--- src/rtl/sram_arb_pkg.sv ---
// Shared definitions for the SRAM frame-buffer arbiter: FSM state encoding,
// default bus widths and the SRAM strobe bundle with its canned values.
package sram_arb_pkg;

  localparam int ADDR_W_DEF = 20;
  localparam int DATA_W_DEF = 16;

  typedef enum logic [1:0] {
    ST_IDLE  = 2'd0,
    ST_READ  = 2'd1,
    ST_WRITE = 2'd2,
    ST_WREC  = 2'd3
  } arb_state_t;

  // Active-low SRAM control strobes, kept together so they update as one register.
  typedef struct packed {
    logic ce_n;
    logic oe_n;
    logic we_n;
    logic ub_n;
    logic lb_n;
  } sram_strobe_t;

  // All strobes released: chip deselected, no output drive, no write.
  localparam sram_strobe_t STROBE_IDLE = 5'b11111;
  // Full-word read: chip and output enabled, both bytes, write disabled.
  localparam sram_strobe_t STROBE_READ = 5'b00100;

  // Write strobes for a given byte-enable pair ([1] upper, [0] lower).
  function automatic sram_strobe_t write_strobe(input logic [1:0] be);
    sram_strobe_t s;
    s.ce_n = 1'b0;
    s.oe_n = 1'b1;
    s.we_n = 1'b0;
    s.ub_n = ~be[1];
    s.lb_n = ~be[0];
    return s;
  endfunction

endpackage

--- src/rtl/sram_frame_arbiter.sv ---
// Two-port arbiter sharing one asynchronous SRAM between a display reader and
// a video-in writer. Reads win by default; a write that has watched
// STARVE_MAX consecutive read grants is forced through next. All SRAM pins
// come straight from flops so nothing glitches on the board.
module sram_frame_arbiter
  import sram_arb_pkg::*;
#(
  parameter int ADDR_W     = ADDR_W_DEF,
  parameter int DATA_W     = DATA_W_DEF,
  parameter int STARVE_MAX = 8
) (
  input  logic              CLOCK_50,
  input  logic              reset_n,
  input  logic              rd_req,
  input  logic [ADDR_W-1:0] rd_addr,
  output logic              rd_gnt,
  output logic              rd_valid,
  output logic [DATA_W-1:0] rd_data,
  input  logic              wr_req,
  input  logic [ADDR_W-1:0] wr_addr,
  input  logic [DATA_W-1:0] wr_data,
  input  logic [1:0]        wr_be,
  output logic              wr_gnt,
  output logic [ADDR_W-1:0] SRAM_ADDR,
  output logic [DATA_W-1:0] SRAM_DQ_O,
  output logic              SRAM_DQ_OE,
  input  logic [DATA_W-1:0] SRAM_DQ_I,
  output logic              SRAM_CE_N,
  output logic              SRAM_OE_N,
  output logic              SRAM_WE_N,
  output logic              SRAM_UB_N,
  output logic              SRAM_LB_N
);

  localparam int STARVE_W = $clog2(STARVE_MAX + 1);
  localparam logic [STARVE_W-1:0] STARVE_LIM = STARVE_W'(STARVE_MAX);
  localparam logic [STARVE_W-1:0] STARVE_ONE = STARVE_W'(1);

  arb_state_t          state_r;
  sram_strobe_t        strobe_r;
  logic [ADDR_W-1:0]   addr_r;
  logic [DATA_W-1:0]   dq_o_r;
  logic                dq_oe_r;
  logic                rd_valid_r;
  logic [DATA_W-1:0]   rd_data_r;
  logic [STARVE_W-1:0] starve_cnt_r;

  logic                write_forced_s;

  assign write_forced_s = (starve_cnt_r == STARVE_LIM);

  // Grant decision, only in IDLE; reset forces both grants low.
  always_comb begin
    rd_gnt = 1'b0;
    wr_gnt = 1'b0;
    if (reset_n && (state_r == ST_IDLE)) begin
      if (rd_req && (!wr_req || !write_forced_s)) begin
        rd_gnt = 1'b1;
      end else if (wr_req) begin
        wr_gnt = 1'b1;
      end else begin
        rd_gnt = 1'b0;
        wr_gnt = 1'b0;
      end
    end else begin
      rd_gnt = 1'b0;
      wr_gnt = 1'b0;
    end
  end

  // Counts reads granted past a waiting write; any gap in wr_req forgets history.
  always_ff @(posedge CLOCK_50 or negedge reset_n) begin
    if (!reset_n) begin
      starve_cnt_r <= {STARVE_W{1'b0}};
    end else if (wr_gnt || !wr_req) begin
      starve_cnt_r <= {STARVE_W{1'b0}};
    end else if (rd_gnt && !write_forced_s) begin
      starve_cnt_r <= starve_cnt_r + STARVE_ONE;
    end else begin
      starve_cnt_r <= starve_cnt_r;
    end
  end

  // Transaction FSM; every SRAM pin and the read return path are loaded here.
  always_ff @(posedge CLOCK_50 or negedge reset_n) begin
    if (!reset_n) begin
      state_r    <= ST_IDLE;
      strobe_r   <= STROBE_IDLE;
      addr_r     <= {ADDR_W{1'b0}};
      dq_o_r     <= {DATA_W{1'b0}};
      dq_oe_r    <= 1'b0;
      rd_valid_r <= 1'b0;
      rd_data_r  <= {DATA_W{1'b0}};
    end else begin
      rd_valid_r <= 1'b0;
      case (state_r)
        ST_IDLE: begin
          if (rd_gnt) begin
            addr_r   <= rd_addr;
            strobe_r <= STROBE_READ;
            dq_oe_r  <= 1'b0;
            state_r  <= ST_READ;
          end else if (wr_gnt) begin
            addr_r   <= wr_addr;
            dq_o_r   <= wr_data;
            strobe_r <= write_strobe(wr_be);
            dq_oe_r  <= 1'b1;
            state_r  <= ST_WRITE;
          end else begin
            strobe_r <= STROBE_IDLE;
            dq_oe_r  <= 1'b0;
            state_r  <= ST_IDLE;
          end
        end
        ST_READ: begin
          // Data has had a full cycle of access time; capture and release.
          rd_data_r  <= SRAM_DQ_I;
          rd_valid_r <= 1'b1;
          strobe_r   <= STROBE_IDLE;
          dq_oe_r    <= 1'b0;
          state_r    <= ST_IDLE;
        end
        ST_WRITE: begin
          // Rising WE_N latches the write; keep address, data and drive for hold.
          strobe_r.we_n <= 1'b1;
          dq_oe_r       <= 1'b1;
          state_r       <= ST_WREC;
        end
        ST_WREC: begin
          strobe_r <= STROBE_IDLE;
          dq_oe_r  <= 1'b0;
          state_r  <= ST_IDLE;
        end
        default: begin
          strobe_r <= STROBE_IDLE;
          dq_oe_r  <= 1'b0;
          state_r  <= ST_IDLE;
        end
      endcase
    end
  end

  assign SRAM_ADDR  = addr_r;
  assign SRAM_DQ_O  = dq_o_r;
  assign SRAM_DQ_OE = dq_oe_r;
  assign SRAM_CE_N  = strobe_r.ce_n;
  assign SRAM_OE_N  = strobe_r.oe_n;
  assign SRAM_WE_N  = strobe_r.we_n;
  assign SRAM_UB_N  = strobe_r.ub_n;
  assign SRAM_LB_N  = strobe_r.lb_n;
  assign rd_valid   = rd_valid_r;
  assign rd_data    = rd_data_r;

endmodule

--- config.mk ---
export PLATFORM = sky130hd
export DESIGN_NAME = sram_frame_arbiter
export DESIGN_NICKNAME = d
export VERILOG_FILES = /design/src/rtl/sram_arb_pkg.sv /design/src/rtl/sram_frame_arbiter.sv
export SDC_FILE = /design/constraint.sdc
export NUM_CORES = 1
export LEC_CHECK = 0
export CORE_ASPECT_RATIO = 0.5
export CORE_UTILIZATION = 40
export DETAILED_ROUTE_END_ITERATION = 8
export GPL_TIMING_DRIVEN = 1
export PLACE_DENSITY = 0.79
export SYNTH_ARGS = -nofsm -noshare
export SYNTH_HDL_FRONTEND = slang
export SYNTH_SLANG_ARGS = --single-unit
export TNS_END_PERCENT = 30
--- constraint.sdc ---
create_clock -name CLOCK_50 -period 2.6 [get_ports CLOCK_50]
set_input_delay 0.52 -clock CLOCK_50 [delete_from_list [all_inputs] [get_ports CLOCK_50]]
set_output_delay 0.52 -clock CLOCK_50 [all_outputs]
set_load 0.02 [all_outputs]
==> results of run 1 <==
cell usage after synthesis, types with 2 or more instances:
cell type / n
dfrtp_1: 59
mux2_2: 32
nand4b_1: 23
o221a_2: 20
nand2b_1: 16
clkbuf_1: 9
buf_2: 6
or2b_1: 6
dfstp_2: 5
nor2_1: 5
inv_1: 4
nand2_1: 4
a21oi_1: 3
o22a_1: 3
a22oi_1: 2
ha_1: 2
nand3_1: 2
nand4_1: 2
nor2b_1: 2
o21ai_0: 2
where the power goes:
| part | total [mW] | switching (mW) | leakage [nW] | internal, mW |
|---|---|---|---|---|
| Sequential | 1.73 | 0.261 | 0.743 | 1.47 |
| Combinational | 2.57 | 1.18 | 0.958 | 1.38 |
| Clock | 1.30 | 0.448 | 0.158 | 0.849 |
final cells by class:
class,instances,area [um^2],share of cell area
inverter,4,15.01,0.003192
clock buffer,9,225.2,0.04789
clock inverter,7,105.1,0.02235
tap,92,115.1,0.02447
timing repair buffer,150,1464,0.3113
multi-input combinational,132,1171,0.2490
sequential,64,1608,0.3418
flip-flops by register name, indices dropped and copies added, names as in the netlist:
| signal | cells |
|---|---|
| SRAM_ADDR | 20 |
| SRAM_DQ_O | 16 |
| rd_data | 16 |
| starve_cnt_r | 4 |
| SRAM_CE_N | 1 |
| SRAM_DQ_OE | 1 |
| SRAM_LB_N | 1 |
| SRAM_OE_N | 1 |
| SRAM_UB_N | 1 |
| SRAM_WE_N | 1 |
| rd_valid | 1 |
| state_r | 1 |
routing by layer:
metal  wire [um]  global-route usage
met2        3965              0.3842
met5           0                   0
met1        3315              0.2544
met3         263             0.04106
met4         209              0.1058
timing repair:
item / in CTS / in global routing
setup endpoints to repair: 2 / 0
gates resized for setup: 2 / 0
setup buffers: 0 / 0
final timing paths:
| path | endpoint | depth (start not counted) | from | slack, ps |
|---|---|---|---|---|
| max in group asynchronous | SRAM_ADDR[3] | 2 | reset_n | 1670 |
| max reg2reg | SRAM_DQ_O[12] | 6 | starve_cnt_r[0] | 610 |
| max | wr_gnt | 5 | starve_cnt_r[0] | 180 |
| min | SRAM_DQ_O[6] | 2 | reset_n | 400 |
| min in group CLOCK_50 | SRAM_CE_N | 2 | SRAM_CE_N | 510 |
| min reg2reg | SRAM_CE_N | 2 | SRAM_CE_N | 510 |
stage by stage:
step	area, um^2	util
finish	4703	0.6911
global route	4703	0.6911
CTS	4703	0.6911
detailed placement	4375	0.6429
global placement	4375	0.6429
floorplan	2868	-
kinds of logic after synthesis:
group                    after synthesis  share of synthesized area
buffers and inverters                 21                    0.03272
multiplexers                          32                     0.1257
AO/OA/AOI/OAI                         33                     0.1134
flip-flops                            64                     0.5606
AND/OR/NAND/NOR                       65                     0.1588
adder cells (fa/ha/maj)                2                   0.008725
==> impl_metrics.py, run 1 <==
metrics = {
    "cells_and_area": {
        "fin_cells": 458,
        "drive_gt1_frac": 0.2432,
        "antenna_cells": 0,
        "syn_to_final_growth_pct": 64.01,
        "final_common_cell": "clkdlybuf4s50_1",
        "num-fill-cells": 493,
        "layout_common_cells": "clkdlybuf4s50_1 (135), dfrtp_1 (59), mux2_2 (32)",
        "nets": 441,
    },
    "critical_path": {
        "arrival_ps": 1900,
        "critPathMaxStageDelay_ps": 400,
        "crit_type": "reg -> out",
        "path_buf_inv": 2,
        "crit_slowest_cell": "dfrtp_1",
        "endpoint_kind": "output pin",
        "crit_family": "buffers and inverters",
        "worstPathMaxFanout": 6,
        "start_kind": "flip-flop",
        "worstPathRequired_ps": 2080,
        "crit_chain": "inv_1, ha_1, nand3b_1, a211oi_4, dlygate4sd2_1",
    },
    "synth": {
        "synth_ff_type": "dfrtp_1",
        "synth-edff-count": 0,
        "synthArstFlopShare": 1.000,
        "synth_cells": 217,
        "synth_top_area_frac": 0.5148,
        "synth_top_area_cell": "dfrtp_1",
        "synth_area_um2": 2868,
        "synthTopCellsByArea": "dfrtp_1 (51%), mux2_2 (13%), o221a_2 (7.9%)",
        "synth.distinct_cells": 30,
        "synth_nets": 297,
        "synth-seq-cells": 64,
        "ys_seq_area_frac": 0.5606,
        "yosysWarnings": 0,
        "synth_area_per_cell_um2": 13.22,
    },
    "die": {
        "initial_core_util": 0.4214,
        "ioPinCount": 139,
        "fp.dieArea_um2": 7532,
        "die_y_um": 61.87,
        "core_um2": 6805,
        "die_w_um": 121.7,
        "row_count": 21,
    },
    "power": {
        "powerDensity_nw_per_um2": 1189,
        "power.total_mw": 5.592,
        "leakagePower_nw": 1.859,
        "vdd_drop_max_mv": 0.5107,
    },
    "timing": {
        "fin_ws_ps": 182.3,
        "fmax_ghz": 0.4136,
        "slew_viol_final": 0,
        "min_period_ps": 2418,
        "tns_ps": 0,
        "fin_crit_sh": 0.9299,
        "setup_viol": 0,
        "slew_headroom": 0.4755,
        "grt_setup_unrepaired": "false",
        "clock_skew_ps": 3.354,
        "hold_viol": 0,
        "timing.hold.ws_ps": 403.2,
        "tightest_slew_ps": 786.8,
    },
    "routing": {
        "routed_wl_um": 7754,
        "wl_per_cell_um": 16.93,
        "vias_per_cell": 5.293,
        "first_iter_violations": 163,
        "first_pass_iters": 4,
        "drc": 0,
        "via_count": 2424,
        "antenna_left": 0,
    },
    "cts": {
        "cts.sinks": 64,
        "clock_latency_ps": 320,
        "htree_levels": 3,
        "cts_buffers": 9,
        "cts_tree": "done",
        "cts_root_buf": "clkbuf_16",
        "cts.path.max_buffers": 2,
        "clkTransAtPathRegs_ps": 60,
        "cts_hold_buffers": 0,
    },
    "placement": {
        "place_congestion": 0.8024,
        "detailedPlace.worstSlack_ps": 121.8,
        "io_buffer_count": 138,
        "dp_hpwl_um": 5594,
        "dp_cells": 442,
    },
    "grt": {
        "grt_pass1_vias": 2387,
        "grtUsageTotal": 0.2130,
        "grt.overflow.total": 0,
        "grt_max_degree": 65,
        "antenna_found_initial": 0,
        "grt_pass1_wl_um": 11940,
    },
    "flow_run": {
        "drv_cap": 0,
    },
    "min_path": {
        "holdCritPathClass": "in -> async",
    },
    "outcome": {
        "status": "completed",
    },
}
Note: power is estimated with default switching activity, not from simulation.
==> run 2: changes to the inputs <==
--- a/config.mk
+++ b/config.mk
@@ -11,4 +11,5 @@
 export GPL_TIMING_DRIVEN = 1
 export PLACE_DENSITY = 0.79
+export SLEW_MARGIN = 0
 export SYNTH_ARGS = -nofsm -noshare
 export SYNTH_HDL_FRONTEND = slang
==> constraint.sdc (replaced) <==
create_clock -name CLOCK_50 -period 2.6 [get_ports CLOCK_50]
set_input_delay 0.52 -clock CLOCK_50 [delete_from_list [all_inputs] [get_ports CLOCK_50]]
set_output_delay 0.52 -clock CLOCK_50 [all_outputs]
set_load 0.05 [all_outputs]
==> run 2 against run 1 <==
Critical path depth stayed put. Combinational power is 40% higher. Register-to-register slack worse by 140 ps. Worst hold slack better by 32 ps. Sequential power hardly changed. Non-clock buffer count is 4 lower. Power is 17% higher. Clock power is 7% lower. Critical endpoint unchanged.
==> impl_metrics.py, run 2 (synthesis gave the netlist of run 1 again) <==
metrics = {
    "outcome": {
        "status": "completed",
    },
    "cells_and_area": {
        "final-seq-area_um2": 1608,
        "drive_gt1_frac": 0.2403,
        "postLayoutCoreUtil": 0.6847,
        "largest_reg_flops": 20,
        "syn_to_final_growth_pct": 62.48,
        "layout_common_cells": "clkdlybuf4s50_1 (135), dfrtp_1 (59), mux2_2 (32)",
        "antenna_cells": 0,
        "num-fill-cells": 475,
        "final_common_cell": "clkdlybuf4s50_1",
        "multi_input_area_um2": 1171,
        "stdcell_area_um2": 4659,
        "nets": 437,
    },
    "timing": {
        "min_period_ps": 2351,
        "fmax_ghz": 0.4253,
        "setup_viol": 0,
        "fin_crit_sh": 0.9044,
        "clock_skew_ps": 3.757,
        "timing.hold.ws_ps": 435.4,
        "grt_setup_unrepaired": "false",
        "hold_viol": 0,
        "tns_ps": 0,
        "slew_headroom": 0.4740,
        "slew_viol_final": 0,
        "tightest_slew_ps": 789.0,
    },
    "routing": {
        "met2_length_um": 4469,
        "met1_length_um": 3311,
        "via_count": 2398,
        "drc": 0,
        "vias_per_cell": 5.282,
        "antenna_left": 0,
        "wl_met3_um": 322,
        "first_iter_violations": 144,
        "first_pass_iters": 4,
        "wl_per_cell_um": 18.11,
        "topRoutingLayerUsed": "met4",
        "routed_wl_um": 8221,
    },
    "power": {
        "clkPwrFrac": 0.185,
        "leakagePower_nw": 1.825,
        "power_frac_comb": 0.550,
        "power.share.switching": 0.4489,
        "sequentialPowerShare": 0.265,
        "power.total_mw": 6.541,
        "p_switching_mw": 2.936,
        "powerDensity_nw_per_um2": 1404,
        "p_int_mw": 3.605,
        "vdd_drop_max_mv": 0.5471,
    },
    "flow_run": {
        "drv_cap": 0,
    },
    "critical_path": {
        "reg2reg_depth": 6,
        "worstPathMaxFanout": 6,
        "start_kind": "flip-flop",
        "endpoint_kind": "output pin",
        "r2r_setup_slack_ps": 470,
        "crit_type": "reg -> out",
        "worstPathRequired_ps": 2080,
        "arrival_ps": 1830,
    },
    "cts": {
        "ctsResizeCount": 0,
        "htree_levels": 3,
        "cts_buffers": 9,
        "cts_setup_buffers": 0,
        "cts_hold_buffers": 0,
        "clkTransAtPathRegs_ps": 60,
        "cts.sinks": 64,
        "cts_tree": "done",
        "clock_latency_ps": 320,
        "cts_root_buf": "clkbuf_16",
        "cts.path.max_buffers": 2,
    },
    "placement": {
        "io_buffer_count": 138,
        "place_area_um2": 4353,
        "dp_hpwl_um": 5722,
        "place_congestion": 0.8491,
    },
    "grt": {
        "antenna_found_initial": 0,
        "grt_pass1_vias": 2563,
        "grt_pass1_wl_um": 12560,
        "grtUsageTotal": 0.2226,
        "grt.overflow.total": 0,
        "grt_max_degree": 65,
    },
    "die": {
        "core_um2": 6805,
        "row_count": 21,
        "die_y_um": 61.87,
        "die_w_um": 121.7,
        "initial_core_util": 0.4214,
        "ioPinCount": 139,
        "fp.dieArea_um2": 7532,
    },
    "min_path": {
        "holdCritPathClass": "in -> async",
    },
}
## run 2: cell types whose count changed in the layout (fill, tap and decap cells not counted), sizes merged
cell,change
bufinv,-1
dlygate4sd2,-2
clkinvlp,+1
clkbuf,+1
clkinv,-1
buf,-2
## run 2: area by class of cell
type                       instances  area share
inverter                           4    0.003222
clock buffer                      10     0.05129
clock inverter                     6     0.01450
multi-input combinational        132      0.2513
timing repair buffer             146      0.3099
tap                               92     0.02470
sequential                        64      0.3451
## run 2: worst paths after layout
path / from / end
min reg2reg: SRAM_DQ_O[3] / SRAM_DQ_O[3]
max in group asynchronous: reset_n / starve_cnt_r[2]
max reg2reg: starve_cnt_r[0] / SRAM_DQ_O[0]
min in group CLOCK_50: SRAM_DQ_O[3] / SRAM_DQ_O[3]
max: starve_cnt_r[0] / wr_gnt
min: reset_n / SRAM_DQ_O[10]
## run 2: per-layer routing
layer,track usage,vias up
li1,-,1087
met1,0.2540,1221
met2,0.4278,78
met3,0.05292,12
met4,0.06878,0
met5,0,-
## run 2: metrics by stage
stage                     setup WS, ps  std cells
final                            248.5        454
after global routing             131.4        454
after CTS                        250.7        454
after detailed placement         260.1        438
after global placement           310.4        438
after floorplan                  147.4        217
## run 2: critical path, cell delays in order, from the launching register on
cell	delay, ps
dfrtp_1	400
inv_1	90
ha_1	180
nand3b_1	240
a211oi_4	400
buf_12	180
## run 2: power by group through the flow
stage	Clock [mW]	Sequential [mW]	Combinational, mW
3_3_place_gp	0	1.71	3.54
2_1_floorplan	0	3.25	0.820
5_1_grt	1.28	1.79	3.74
4_1_cts	1.23	1.74	3.63
3_5_place_dp	0	1.73	3.61
6_report	1.21	1.74	3.60
